**src/rtl/cache_arbiter_pkg.sv**
```systemverilog
// Shared cache types plus the arbiter's state encoding and requester limit.
package cache_definition;

    localparam int NREQ_MAX = 8;
    localparam int ADDR_W   = 20;
    localparam int DATA_W   = 32;

    // CPU-side request into the cache (also what each requester drives).
    typedef struct packed {
        logic              valid;
        logic              rw;      // 1 = write
        logic [ADDR_W-1:0] addr;
        logic [DATA_W-1:0] data;
    } cpu_to_cache_type;

    // Cache-side response back to the CPU.
    typedef struct packed {
        logic              stopped;
        logic              ready;
        logic [DATA_W-1:0] data;
    } cache_to_cpu_type;

    typedef enum logic [1:0] {IDLE, ISSUE, WAIT_RD} arb_state_t;

endpackage

```
**src/rtl/cache_arbiter_picker.sv**
```systemverilog
// Rotating-priority encoder: first asserted req at index >= ptr, wrapping.
module rr_picker #(
    parameter  int N  = 2,
    localparam int IW = (N > 1) ? $clog2(N) : 1
) (
    input  logic [N-1:0]  req,
    input  logic [IW-1:0] ptr,
    output logic          gnt_valid,
    output logic [IW-1:0] gnt_idx
);

    logic [IW:0]   sum;
    logic [IW-1:0] idx;

    // Scan from the farthest position to the nearest so the nearest hit wins.
    always_comb begin
        gnt_valid = 1'b0;
        gnt_idx   = '0;
        sum       = '0;
        idx       = '0;
        for (int k = N - 1; k >= 0; k--) begin
            sum = {1'b0, ptr} + (IW + 1)'(k);
            if (sum >= (IW + 1)'(N))
                sum = sum - (IW + 1)'(N);
            idx = sum[IW-1:0];
            if (req[idx]) begin
                gnt_valid = 1'b1;
                gnt_idx   = idx;
            end
        end
    end

endmodule

```
**src/rtl/cache_arbiter.sv**
```systemverilog
// Round-robin arbiter sharing one sa_cache CPU port among NREQ requesters.
// One transaction in flight; read data returns through a one-cycle register.
module cache_arbiter
    import cache_definition::*;
#(
    parameter int NREQ = 2  // 2..NREQ_MAX
) (
    input  logic             clk,
    input  logic             rst,
    input  cpu_to_cache_type req_in  [NREQ],
    output cache_to_cpu_type rsp_out [NREQ],
    output cpu_to_cache_type cpu_to_cache,
    input  cache_to_cpu_type cache_to_cpu
);

    localparam int IW = (NREQ > 1) ? $clog2(NREQ) : 1;

    arb_state_t           state_q;
    logic [IW-1:0]        rr_q;
    logic [IW-1:0]        owner_q;
    cpu_to_cache_type     req_q;
    logic [NREQ-1:0]      rsp_rdy_q;
    logic [NREQ-1:0][DATA_W-1:0] rsp_data_q;

    logic [NREQ-1:0]      req_vld;
    logic                 gnt_valid;
    logic [IW-1:0]        gnt_idx;
    logic                 accept;
    logic                 done;

    rr_picker #(.N(NREQ)) u_pick (
        .req       (req_vld),
        .ptr       (rr_q),
        .gnt_valid (gnt_valid),
        .gnt_idx   (gnt_idx)
    );

    // Per-requester fan-out: valid gather, combinational stop, registered reply.
    for (genvar i = 0; i < NREQ; i++) begin : g_lane
        assign req_vld[i]         = req_in[i].valid;
        assign rsp_out[i].stopped = rst || !(state_q == IDLE && gnt_valid &&
                                             gnt_idx == IW'(i));
        assign rsp_out[i].ready   = rsp_rdy_q[i];
        assign rsp_out[i].data    = rsp_data_q[i];
    end

    // The cache only sees a request while we are issuing it.
    assign cpu_to_cache = (state_q == ISSUE) ? req_q : '0;

    // Cache took the request this cycle.
    assign accept = (state_q == ISSUE) && !cache_to_cpu.stopped;

    // Read finished this cycle: either same-cycle hit or later ready pulse.
    assign done = (accept && !req_q.rw && cache_to_cpu.ready) ||
                  (state_q == WAIT_RD && cache_to_cpu.ready);

    // Arbitration / transaction FSM.
    always_ff @(posedge clk) begin
        if (rst) begin
            state_q <= IDLE;
            rr_q    <= '0;
            owner_q <= '0;
            req_q   <= '0;
        end else begin
            case (state_q)
                IDLE: begin
                    // A ready here would break the cache contract; ignore it.
                    if (gnt_valid) begin
                        req_q   <= req_in[gnt_idx];
                        owner_q <= gnt_idx;
                        rr_q    <= (gnt_idx == IW'(NREQ - 1)) ? '0 : gnt_idx + 1'b1;
                        state_q <= ISSUE;
                    end
                end
                ISSUE: begin
                    if (accept) begin
                        if (req_q.rw || cache_to_cpu.ready)
                            state_q <= IDLE;
                        else
                            state_q <= WAIT_RD;
                    end
                end
                WAIT_RD: begin
                    if (cache_to_cpu.ready)
                        state_q <= IDLE;
                end
                default: state_q <= IDLE;
            endcase
        end
    end

    // Response register: one-cycle ready to the owner, data held until next reply.
    always_ff @(posedge clk) begin
        if (rst) begin
            rsp_rdy_q  <= '0;
            rsp_data_q <= '0;
        end else begin
            for (int i = 0; i < NREQ; i++) begin
                rsp_rdy_q[i] <= done && (owner_q == IW'(i));
                if (done && owner_q == IW'(i))
                    rsp_data_q[i] <= cache_to_cpu.data;
            end
        end
    end

endmodule

```
**config.mk**
```make
export PLATFORM = sky130hd
export DESIGN_NAME = cache_arbiter
export DESIGN_NICKNAME = d
export VERILOG_FILES = /design/src/rtl/cache_arbiter_pkg.sv /design/src/rtl/cache_arbiter_picker.sv /design/src/rtl/cache_arbiter.sv
export SDC_FILE = /design/constraint.sdc
export NUM_CORES = 1
export LEC_CHECK = 0
export CAP_MARGIN = 10
export CORE_MARGIN = 2
export CORE_UTILIZATION = 41
export CTS_CLUSTER_SIZE = 10
export DETAILED_ROUTE_END_ITERATION = 7
export PLACE_DENSITY = 0.82
export SLEW_MARGIN = 10
export SYNTH_ARGS = -nofsm -noshare
export SYNTH_HDL_FRONTEND = slang
export SYNTH_SLANG_ARGS = --single-unit
```
**constraint.sdc**
```tcl
create_clock -name clk -period 2 [get_ports clk]
set_input_delay 0.2 -clock clk [delete_from_list [all_inputs] [get_ports clk]]
set_output_delay 0.2 -clock clk [all_outputs]
set_load 0.05 [all_outputs]
```
; Yosys cells after proc, flatten, opt, wreduce, memory -nomap -nowiden
; Cells that the tools add are included.
[totals]
wordCells = 67
output_inout_bits = 122
input_bits = 144
reg_bits = 124
[op_classes]
eq_ne = 5
n_reduce_logical = 20
addsub = 4
mux = 20
bitwise_logic = 3
magnitude_cmp = 5
[op_table]
columns = cell, count
row1 = $mux 54, 4
row2 = $mux 1, 11
row3 = $logic_and 1x1->1, 9
row4 = $mux 2, 4
row5 = $ne 2x2->1 const B, 3
row6 = $pmux 2 s3, 1
row7 = $ge 2x2->1 const B, 2
row8 = $logic_not 1->1, 4
row9 = $logic_or 1x1->1, 4
row10 = $lt 1x2->1 const B, 2
row11 = $reduce_and 3->1, 1
row12 = $add 1x1->2 const B, 1
row13 = $eq 2x1->1 const B, 1
row14 = $eq 2x2->1 const B, 1
row15 = $ge 1x2->1 const B, 1
row16 = $logic_not 2->1, 1
row17 = $not 1->1, 2
row18 = $not 1->2, 1
row19 = $reduce_and 2->1, 1
row20 = $sub 1x1->1 const B, 2
row21 = $add 1x1->1 const B, 1

; Longest topological paths before layout
; Gate-level depths: netlist of the first run.
[logic_depth]
word_depth = 11
mapped_depth = 6
depth_no_buf = 3

; Hierarchy
; A second synthesis of the first run with hierarchy kept.
[hier_totals]
cells_unflattened = 571
area_unflattened_um2 = 5641.7
[by_module_without_submodules]
columns = module, area_per_inst_um2, seq_area_each_um2, cells_each, instances
row1 = cache_arbiter, 5624.1, 2482.4, 568, 1
row2 = rr_picker, 17.5, 0.0, 3, 1

; Worst setup path after synthesis of the first run
; Ideal clock, no wire load.
[synth_timing]
kind = register to output
from = reg state_q[0]
to = out rsp_out[33] (netlist bit)
setup_slack_ns = 0.307
n_path_buf = 3
required_time_ns = 1.800
path_stages_with_launch = 7
t_arrival_ns = 1.493
path_cell_list = dfxtp_1 > buf_2 > nor3b_1 > and3b_1 > buf_2 > buf_2 > inv_1
[synth_lines]
columns = element, line
row1 = "start, declared", cache_arbiter.sv:18  ; arb_state_t state_q;
row2 = "start signal, assigned", cache_arbiter.sv:60  ; state_q <= IDLE;
row3 = "start signal, assigned", cache_arbiter.sv:72  ; state_q <= ISSUE;
row4 = "start signal, assigned", cache_arbiter.sv:78  ; state_q <= IDLE;
row5 = "end, declared", cache_arbiter.sv:11  ; output cache_to_cpu_type rsp_out [NREQ],

==> results of run 1 <==
-- sequential cells by signal, indices dropped and copies added (netlist names) --
signal / cells
rr_q: 1
state_q: 2
req_q: 54
owner_q: 1
rsp_rdy_q: 2
rsp_out: 64
-- worst max-delay path by stage --
stage | cells past startpoint | endpoint | start | slack, ns
2_1_floorplan | 6 | rsp_out[33] | state_q[0] | 0.31
3_3_place_gp | 5 | rsp_out[51] | cache_to_cpu[33] | 0.14
3_5_place_dp | 5 | rsp_out[59] | cache_to_cpu[33] | 0.06
4_1_cts | 6 | rsp_out[33] | state_q[1] | 0.05
5_1_grt | 6 | rsp_out[33] | state_q[1] | -0.004
6_report | 6 | rsp_out[33] | state_q[1] | 0.06
-- cells by family (layout without fill, tap and decap cells) --
| family | count (synthesis) | in the layout | share of synthesized area |
|---|---|---|---|
| buffers and inverters | 59 | 316 | 0.04864 |
| AO/OA/AOI/OAI | 83 | 83 | 0.1118 |
| flip-flops | 124 | 124 | 0.4427 |
| multiplexers | 65 | 65 | 0.1160 |
| AND/OR/NAND/NOR | 242 | 242 | 0.2809 |
-- power by group --
group	total [uW]	switching [uW]	leakage [uW]	internal [uW]
combinational	1440	717	0.00253	723
clock	3260	1150	0.000311	2110
sequential	2680	71.3	0.00101	2610
total	7380	1940	0.00386	5440
-- routing by layer --
metal  share of wire  routed length [um]
met1            0.41                7622
met2            0.48                8884
met3           0.090                1668
met4           0.020                 363
met5               0                   0
-- per-stage QoR --
step / TNS [ns] / util / hold WS [ns]
global placement: 0 / 0.6734 / 0.4578
floorplan: 0 / - / 0.2785
CTS: 0 / 0.7215 / 0.04731
finish: 0 / 0.7226 / 0.06973
detailed placement: 0 / 0.6734 / 0.4622
global route: -0.003963 / 0.7226 / 0.05393
-- cell usage after synthesis, drive strengths merged --
cell	n	area, um^2
nand3	44	220.2
a211oi	2	20.02
nor3b	1	7.510
and4b	31	310.3
clkbuf	41	153.9
a21o	3	22.52
nand2	1	3.750
a21oi	3	26.28
nor3	1	5.000
a31oi	22	137.6
nand2b	99	619.3
nor2b	2	12.51
inv	2	7.510
or4b	1	13.76
and2	54	337.8
buf	16	111.4
o21ai	22	110.1
a221o	31	310.3
mux2i	65	650.6
nor2	4	15.01
dfxtp	124	2482
or2	2	12.51
and3b	2	17.52
-- cell type report --
type | instances | area [um^2] | share of cell area
Clock buffer | 21 | 480.5 | 0.05001
Tap cell | 176 | 220.2 | 0.02292
Inverter | 2 | 7.507 | 0.0007815
Sequential cell | 124 | 2482 | 0.2584
Clock inverter | 11 | 155.1 | 0.01615
Multi-Input combinational cell | 390 | 2878 | 0.2996
Timing Repair Buffer | 282 | 3383 | 0.3522
==> Implementation_results.wiki, run 1 <==
{| class="wikitable"
! Metric !! Value
|-
| Outcome || finished, final reports clean
|-
| CTS Hold Bufs || 0
|-
| Cell mode on critical path || sky130_fd_sc_hd__buf_4
|-
| Die outline area || 14,630 um^2
|-
| Global-route wire length before repair || around 29,000 um
|-
| Signed area change from the synthesized netlist to the final layout || 71.31%
|-
| Post-CTS setup repair buffer count || 0
|-
| TritonCTS clock tree || built
|-
| Count of inserted antenna diode cells || 0
|-
| Post_cts resized || 1
|-
| Total Power Consumption || around 7400 uW
|-
| Clock slew at the register clock pins of the worst setup and hold paths || ~0.060 ns
|-
| Average size of a mapped cell || 9.787 um^2
|-
| Total of buffers placed on input and output ports || ~270
|-
| Maximum ir drop on the vdd rail || roughly 0.00063 V
|-
| Actual slew at the worst max-slew pin || approximately 0.56 ns
|-
| Number of nets in the synthesized netlist || 717
|-
| Pin count of the biggest net entering global routing || roughly 140
|-
| Ratio of cells with drive above 1 in the final layout || 0.1398
|-
| Average wire per cell in the routed design || ~18 um
|-
| Sequential-to-total area share from yosys stat || 0.4427
|-
| Synthesized netlist cell count || 573
|-
| Source of the worst register-to-register timing path || req_q[52]
|-
| Overall via count from detail_route || about 5,400
|-
| Post-detailed-routing wire length || about 19,000 um
|-
| Crit-path max cell delay || 0.31 ns
|-
| Final count of negative-setup-slack endpoints || 0
|-
| Final hold violation count || 0
|-
| Path depth of the worst reg2reg path || 4
|-
| Area of the core region || ~13,000 um^2
|-
| Min-Delay Endpoint || req_q[53]
|-
| Areal power density over the cells || roughly 770 nW/um^2
|-
| Cells on Worst Hold Path || 2
|-
| Final clock skew || between 0.004 and 0.005 ns
|-
| Sort of element at the end of the critical path || primary output
|-
| Post-route cell area || ~9600 um^2
|-
| Most crowded layer after global routing || met2
|-
| Area of placed instances || about 9000 um^2
|-
| Total leakage power || around 0.0039 uW
|-
| Remaining global-route overflow || 0
|-
| Kind of critical path || flip-flop to primary output
|-
| Max-cap violations || 0
|-
| Ordered cell list for the critical path || buf_4 -> nor3b_2 -> and3b_1 -> buf_4 -> inv_1 -> buf_4
|-
| Initial cell density of the core || 0.4218
|-
| Placed wire-length estimate || 12,610 um
|-
| Worst min-delay path category || primary input to flip-flop
|-
| Cell area after technology mapping || approximately 5600 um^2
|-
| Initial antenna violation count || 0
|-
| Clock latency on the worst-skew pair || 0.41 ns
|-
| IO Pins || between 200 and 300
|-
| Number of H-tree levels || 4
|-
| Cell Count, Final, Fillers Out || roughly 1,000
|-
| Std cell rows || between 40 and 50
|-
| Startpoint type of the worst setup path || flip-flop
|-
| Yosys warns || 0
|-
| Clock Tree Root || sky130_fd_sc_hd__clkbuf_16
|-
| Clock Sinks || between 100 and 150
|-
| Dpl cells || 974
|-
| Slew Limit Headroom || 0.6285
|-
| Arr. time, crit path || between 1.5 and 2 ns
|-
| Final period demand of the worst path || 1.935 ns
|-
| Tot GR Track Use || 0.2487
|-
| Width of the chip || between 100 and 150 um
|-
| Met2 demand-to-capacity share in global routing || 0.4038
|-
| Grt met1 use || 0.3097
|-
| Placer's final routability congestion estimate || between 0.8 and 0.9
|-
| Distinct cell type count of the synthesized netlist || 28
|-
| Slew Limit Fails || 0
|-
| Most common library cell in the layout ignoring fill and taps || sky130_fd_sc_hd__clkdlybuf4s50_1
|-
| Buffers and inverters on the worst path || 4
|-
| Setup repair after global routing missed its margin || true
|-
| Largest delay share family, worst path || buffers and inverters
|-
| Most frequent cells in the layout || 207 x sky130_fd_sc_hd__clkdlybuf4s50_1, 124 x sky130_fd_sc_hd__dfxtp_1, 99 x sky130_fd_sc_hd__nand2b_1
|-
| Worst slack after detailed placement || about 0.06 ns
|-
| Number of global-route vias before repair || 5,461
|-
| DRC violation count after routing || 0
|-
| Seq cells post-synth || ~120
|-
| Number of nets in the layout || 961
|-
| Hold_sp || rst
|-
| Per-cell via count in the routed design || approximately 5.4
|-
| Antenna Nets Post-Route || 0
|-
| Detailed router's first-iteration violation count || a little under 500
|-
| Die height || around 120 um
|-
| Met3 routing resource usage after global routing || 0.08459
|-
| Worst R2R Setup Slack || ~0.33 ns
|-
| Cell with the biggest individual delay on the critical path || sky130_fd_sc_hd__dfxtp_1
|-
| Required arrival time at the worst endpoint || between 1.5 and 2 ns
|-
| Number of search-and-repair iterations in the first detailed-routing pass || 5
|-
| Total clock buffers created by CTS || 17
|-
| Final critical-path setup slack || between 0.06 and 0.07 ns
|-
| Biggest fanout along the worst timing path || 7
|-
| Deepest clock path buffer count || 2
|-
| Achievable clock frequency || roughly 520 MHz
|-
| Fill cells || between 900 and 1,000
|-
| Final Cycle Share || 0.9677
|-
| Endpoint of the lowest-slack register-to-register path || rsp_out[39]
|}
No activity file was read; power rests on OpenSTA's default activity.
==> inputs of run 2 (changes only) <==
Settings changed: CELL_PAD_IN_SITES_DETAIL_PLACEMENT set to 0, CELL_PAD_IN_SITES_GLOBAL_PLACEMENT set to 1, CORE_UTILIZATION 41 to 30, PLACE_DENSITY 0.82 to 0.83.
==> run 2 against run 1 <==
  * Register-to-register slack lost 0.03 ns
  * Largest power group unchanged
  * Routed wire length is 0.30% lower
  * Clock power down 2%
  * Cell count rose by 6.5%
  * Worst hold slack better by 0.16 ns
==> Implementation_results.wiki, run 2 (synthesis results as in run 1) <==
{| class="wikitable"
! Metric !! Value
|-
| Final count of negative-setup-slack endpoints || 0 (unchanged)
|-
| Kind of critical path || flip-flop to primary output (unchanged)
|-
| Post-Route Setup TNS || 0 ns (unchanged)
|-
| Placer's final routability congestion estimate || 0.8043 (was 0.8677)
|-
| Actual slew at the worst max-slew pin || 0.5552 ns (was 0.5555 ns)
|-
| Final period demand of the worst path || 1.882 ns (was 1.935 ns)
|-
| Total clock buffers created by CTS || 17 (unchanged)
|-
| Std cell rows || 50 (was 42)
|-
| Clock slew at the register clock pins of the worst setup and hold paths || 0.06 ns (about the same)
|-
| Fill cells || 1,635 (was 939)
|-
| Areal power density over the cells || 752.0 nW/um^2 (was 768.6 nW/um^2)
|-
| Min-Delay Endpoint || rr_q (was req_q[53])
|-
| Path depth of the worst reg2reg path || 4 (unchanged)
|-
| Required arrival time at the worst endpoint || 1.80 ns (about the same)
|-
| Antenna Nets Post-Route || 0 (unchanged)
|-
| Most frequent cells in the layout || 207 x sky130_fd_sc_hd__clkdlybuf4s50_1, 123 x sky130_fd_sc_hd__dfxtp_1, 99 x sky130_fd_sc_hd__nand2b_1 (was 207 x sky130_fd_sc_hd__clkdlybuf4s50_1, 124 x sky130_fd_sc_hd__dfxtp_1, 99 x sky130_fd_sc_hd__nand2b_1)
|-
| Number of search-and-repair iterations in the first detailed-routing pass || 4 (was 5)
|-
| Die height || 140.7 um (was 121.0 um)
|-
| Crit-path max cell delay || 0.34 ns (was 0.31 ns)
|-
| Signed area change from the synthesized netlist to the final layout || 73.54% (was 71.31%)
|-
| Source of the worst register-to-register timing path || state_q[0] (was req_q[52])
|-
| TritonCTS clock tree || built (unchanged)
|-
| Slew Limit Headroom || 0.6287 (was 0.6285)
|-
| Initial cell density of the core || 0.3028 (was 0.4218)
|-
| Biggest fanout along the worst timing path || 27 (was 7)
|-
| Final clock skew || 0.008084 ns (was 0.004037 ns)
|-
| Sort of element at the end of the critical path || primary output (unchanged)
|-
| Endpoint of the lowest-slack register-to-register path || rsp_out[8] (was rsp_out[39])
|-
| Startpoint type of the worst setup path || flip-flop (unchanged)
|-
| Total of buffers placed on input and output ports || 265 (unchanged)
|-
| Average wire per cell in the routed design || 17.26 um (was 18.43 um)
|-
| Largest delay share family, worst path || buffers and inverters (unchanged)
|-
| Outcome || finished, final reports clean (unchanged)
|-
| Dpl cells || 1,035 (was 974)
|-
| Ratio of cells with drive above 1 in the final layout || 0.1495 (was 0.1398)
|-
| Remaining global-route overflow || 0 (unchanged)
|-
| Placed wire-length estimate || 12,500 um (was 12,610 um)
|-
| DRC violation count after routing || 0 (unchanged)
|-
| Final Cycle Share || 0.9410 (was 0.9677)
|-
| Pin count of the biggest net entering global routing || 104 (was 138)
|-
| Clock Sinks || 124 (unchanged)
|-
| Post-detailed-routing wire length || 18,480 um (was 18,540 um)
|-
| Hold_sp || req_in[107] (was rst)
|-
| Max-cap violations || 0 (unchanged)
|-
| Ordered cell list for the critical path || buf_4 -> nor2b_4 -> clkbuf_16 -> and2_1 -> buf_12 (was buf_4 -> nor3b_2 -> and3b_1 -> buf_4 -> inv_1 -> buf_4)
|-
| Most common library cell in the layout ignoring fill and taps || sky130_fd_sc_hd__clkdlybuf4s50_1 (unchanged)
|-
| Buffers and inverters on the worst path || 3 (was 4)
|-
| Cell Count, Final, Fillers Out || 1,071 (was 1,006)
|-
| Number of flip-flops under the largest register name || 64 (unchanged)
|-
| Die outline area || 19,800 um^2 (was 14,630 um^2)
|-
| Number of nets in the layout || 967 (was 961)
|-
| Arr. time, crit path || 1.68 ns (was 1.74 ns)
|-
| Cells on Worst Hold Path || 3 (was 2)
|-
| Slew Limit Fails || 0 (unchanged)
|-
| Worst min-delay path category || primary input to flip-flop (unchanged)
|-
| Worst R2R Setup Slack || 0.30 ns (was 0.33 ns)
|-
| Per-cell via count in the routed design || 4.857 (was 5.359)
|-
| Setup repair after global routing missed its margin || false (was true)
|-
| Final hold violation count || 0 (unchanged)
|-
| Clock Tree Root || sky130_fd_sc_hd__clkbuf_16 (unchanged)
|-
| Cell with the biggest individual delay on the critical path || sky130_fd_sc_hd__dfxtp_1 (unchanged)
|-
| Number of global-route vias before repair || 5,092 (was 5,461)
|-
| Area of the core region || 18,520 um^2 (was 13,300 um^2)
|-
| Global-route wire length before repair || 28,660 um (was 28,760 um)
|-
| Detailed router's first-iteration violation count || 275 (was 484)
|-
| IO Pins || 266 (unchanged)
|-
| Clock latency on the worst-skew pair || 0.41 ns (about the same)
|-
| Deepest clock path buffer count || 2 (unchanged)
|-
| Total leakage power || 0.003869 uW (was 0.003857 uW)
|-
| Maximum ir drop on the vdd rail || 0.0005039 V (was 0.0006297 V)
|-
| Overall via count from detail_route || 5,202 (was 5,391)
|-
| Number of H-tree levels || 4 (unchanged)
|-
| Width of the chip || 140.7 um (was 121.0 um)
|-
| CTS Hold Bufs || 0 (unchanged)
|-
| Initial antenna violation count || 1 (was 0)
|-
| Achievable clock frequency || 531.3 MHz (was 516.7 MHz)
|-
| Tot GR Track Use || 0.1835 (was 0.2487)
|-
| Critical path origin || state_q[1] (unchanged)
|}
-- run 2: area by class of cell --
class                   instances  area (um^2)  share of cell area
diodes                          1        2.502           0.0002571
clock buffers                  17        425.4             0.04371
clock inverters                15        186.4             0.01916
inverters                       2        7.507           0.0007714
multi-input cells             390         2888              0.2967
flip-flops and latches        124         2484              0.2552
well taps                     234        292.8             0.03008
repair buffers                288         3446              0.3541
-- run 2: where the power goes --
group	internal [uW]	leakage (uW)	switching, uW
combinational	734	0.00257	716
sequential	2610	0.00101	70.0
clock	1980	0.000287	1210
-- run 2: metrics by stage --
step	cell area (um^2)	hold WS (ns)	setup slack (ns)	utilization	power, uW
floorplan	5608	0.2785	0.3072	-	3428
global placement	9069	0.4415	0.1499	0.4897	4157
detailed placement	9069	0.4553	0.1045	0.4897	4163
CTS	9684	0.2118	0.02896	0.5230	7394
global route	9729	0.2194	0.008697	0.5254	7625
finish	9732	0.2270	0.1180	0.5255	7318
-- run 2: routing by layer --
metal  wire, um  track usage  share of wire  vias up
met5          0            0              0        -
met4        380      0.06895          0.021        0
met3       1592      0.06182          0.086       25
met2       8699       0.2927           0.47      217
met1       7811       0.2306           0.42     2410
li1           -            -              -     2550
-- run 2: worst reg2reg max path: stages, from the launching register on --
cell and delay, ns:
sky130_fd_sc_hd__dfxtp_2 0.44, sky130_fd_sc_hd__or4b_4 0.53, sky130_fd_sc_hd__a21o_2 0.23, sky130_fd_sc_hd__buf_12 0.18, sky130_fd_sc_hd__mux2i_1 0.19
-- run 2: how the worst max path moves through the flow --
stage                            end  cells past startpoint
global placement          rsp_out[4]                      5
global route        cpu_to_cache[24]                      4
CTS                 cpu_to_cache[24]                      5
finish              cpu_to_cache[33]                      5
floorplan                rsp_out[33]                      6
detailed placement        rsp_out[8]                      5
-- run 2: repair_timing --
| item | CTS | global route |
|---|---|---|
| gates resized for setup | 3 | 1 |
| cloned | 0 | 1 |
| pin swaps | 0 | 1 |
| setup buffers | 0 | 2 |
| setup endpoints to repair | 55 | 24 |
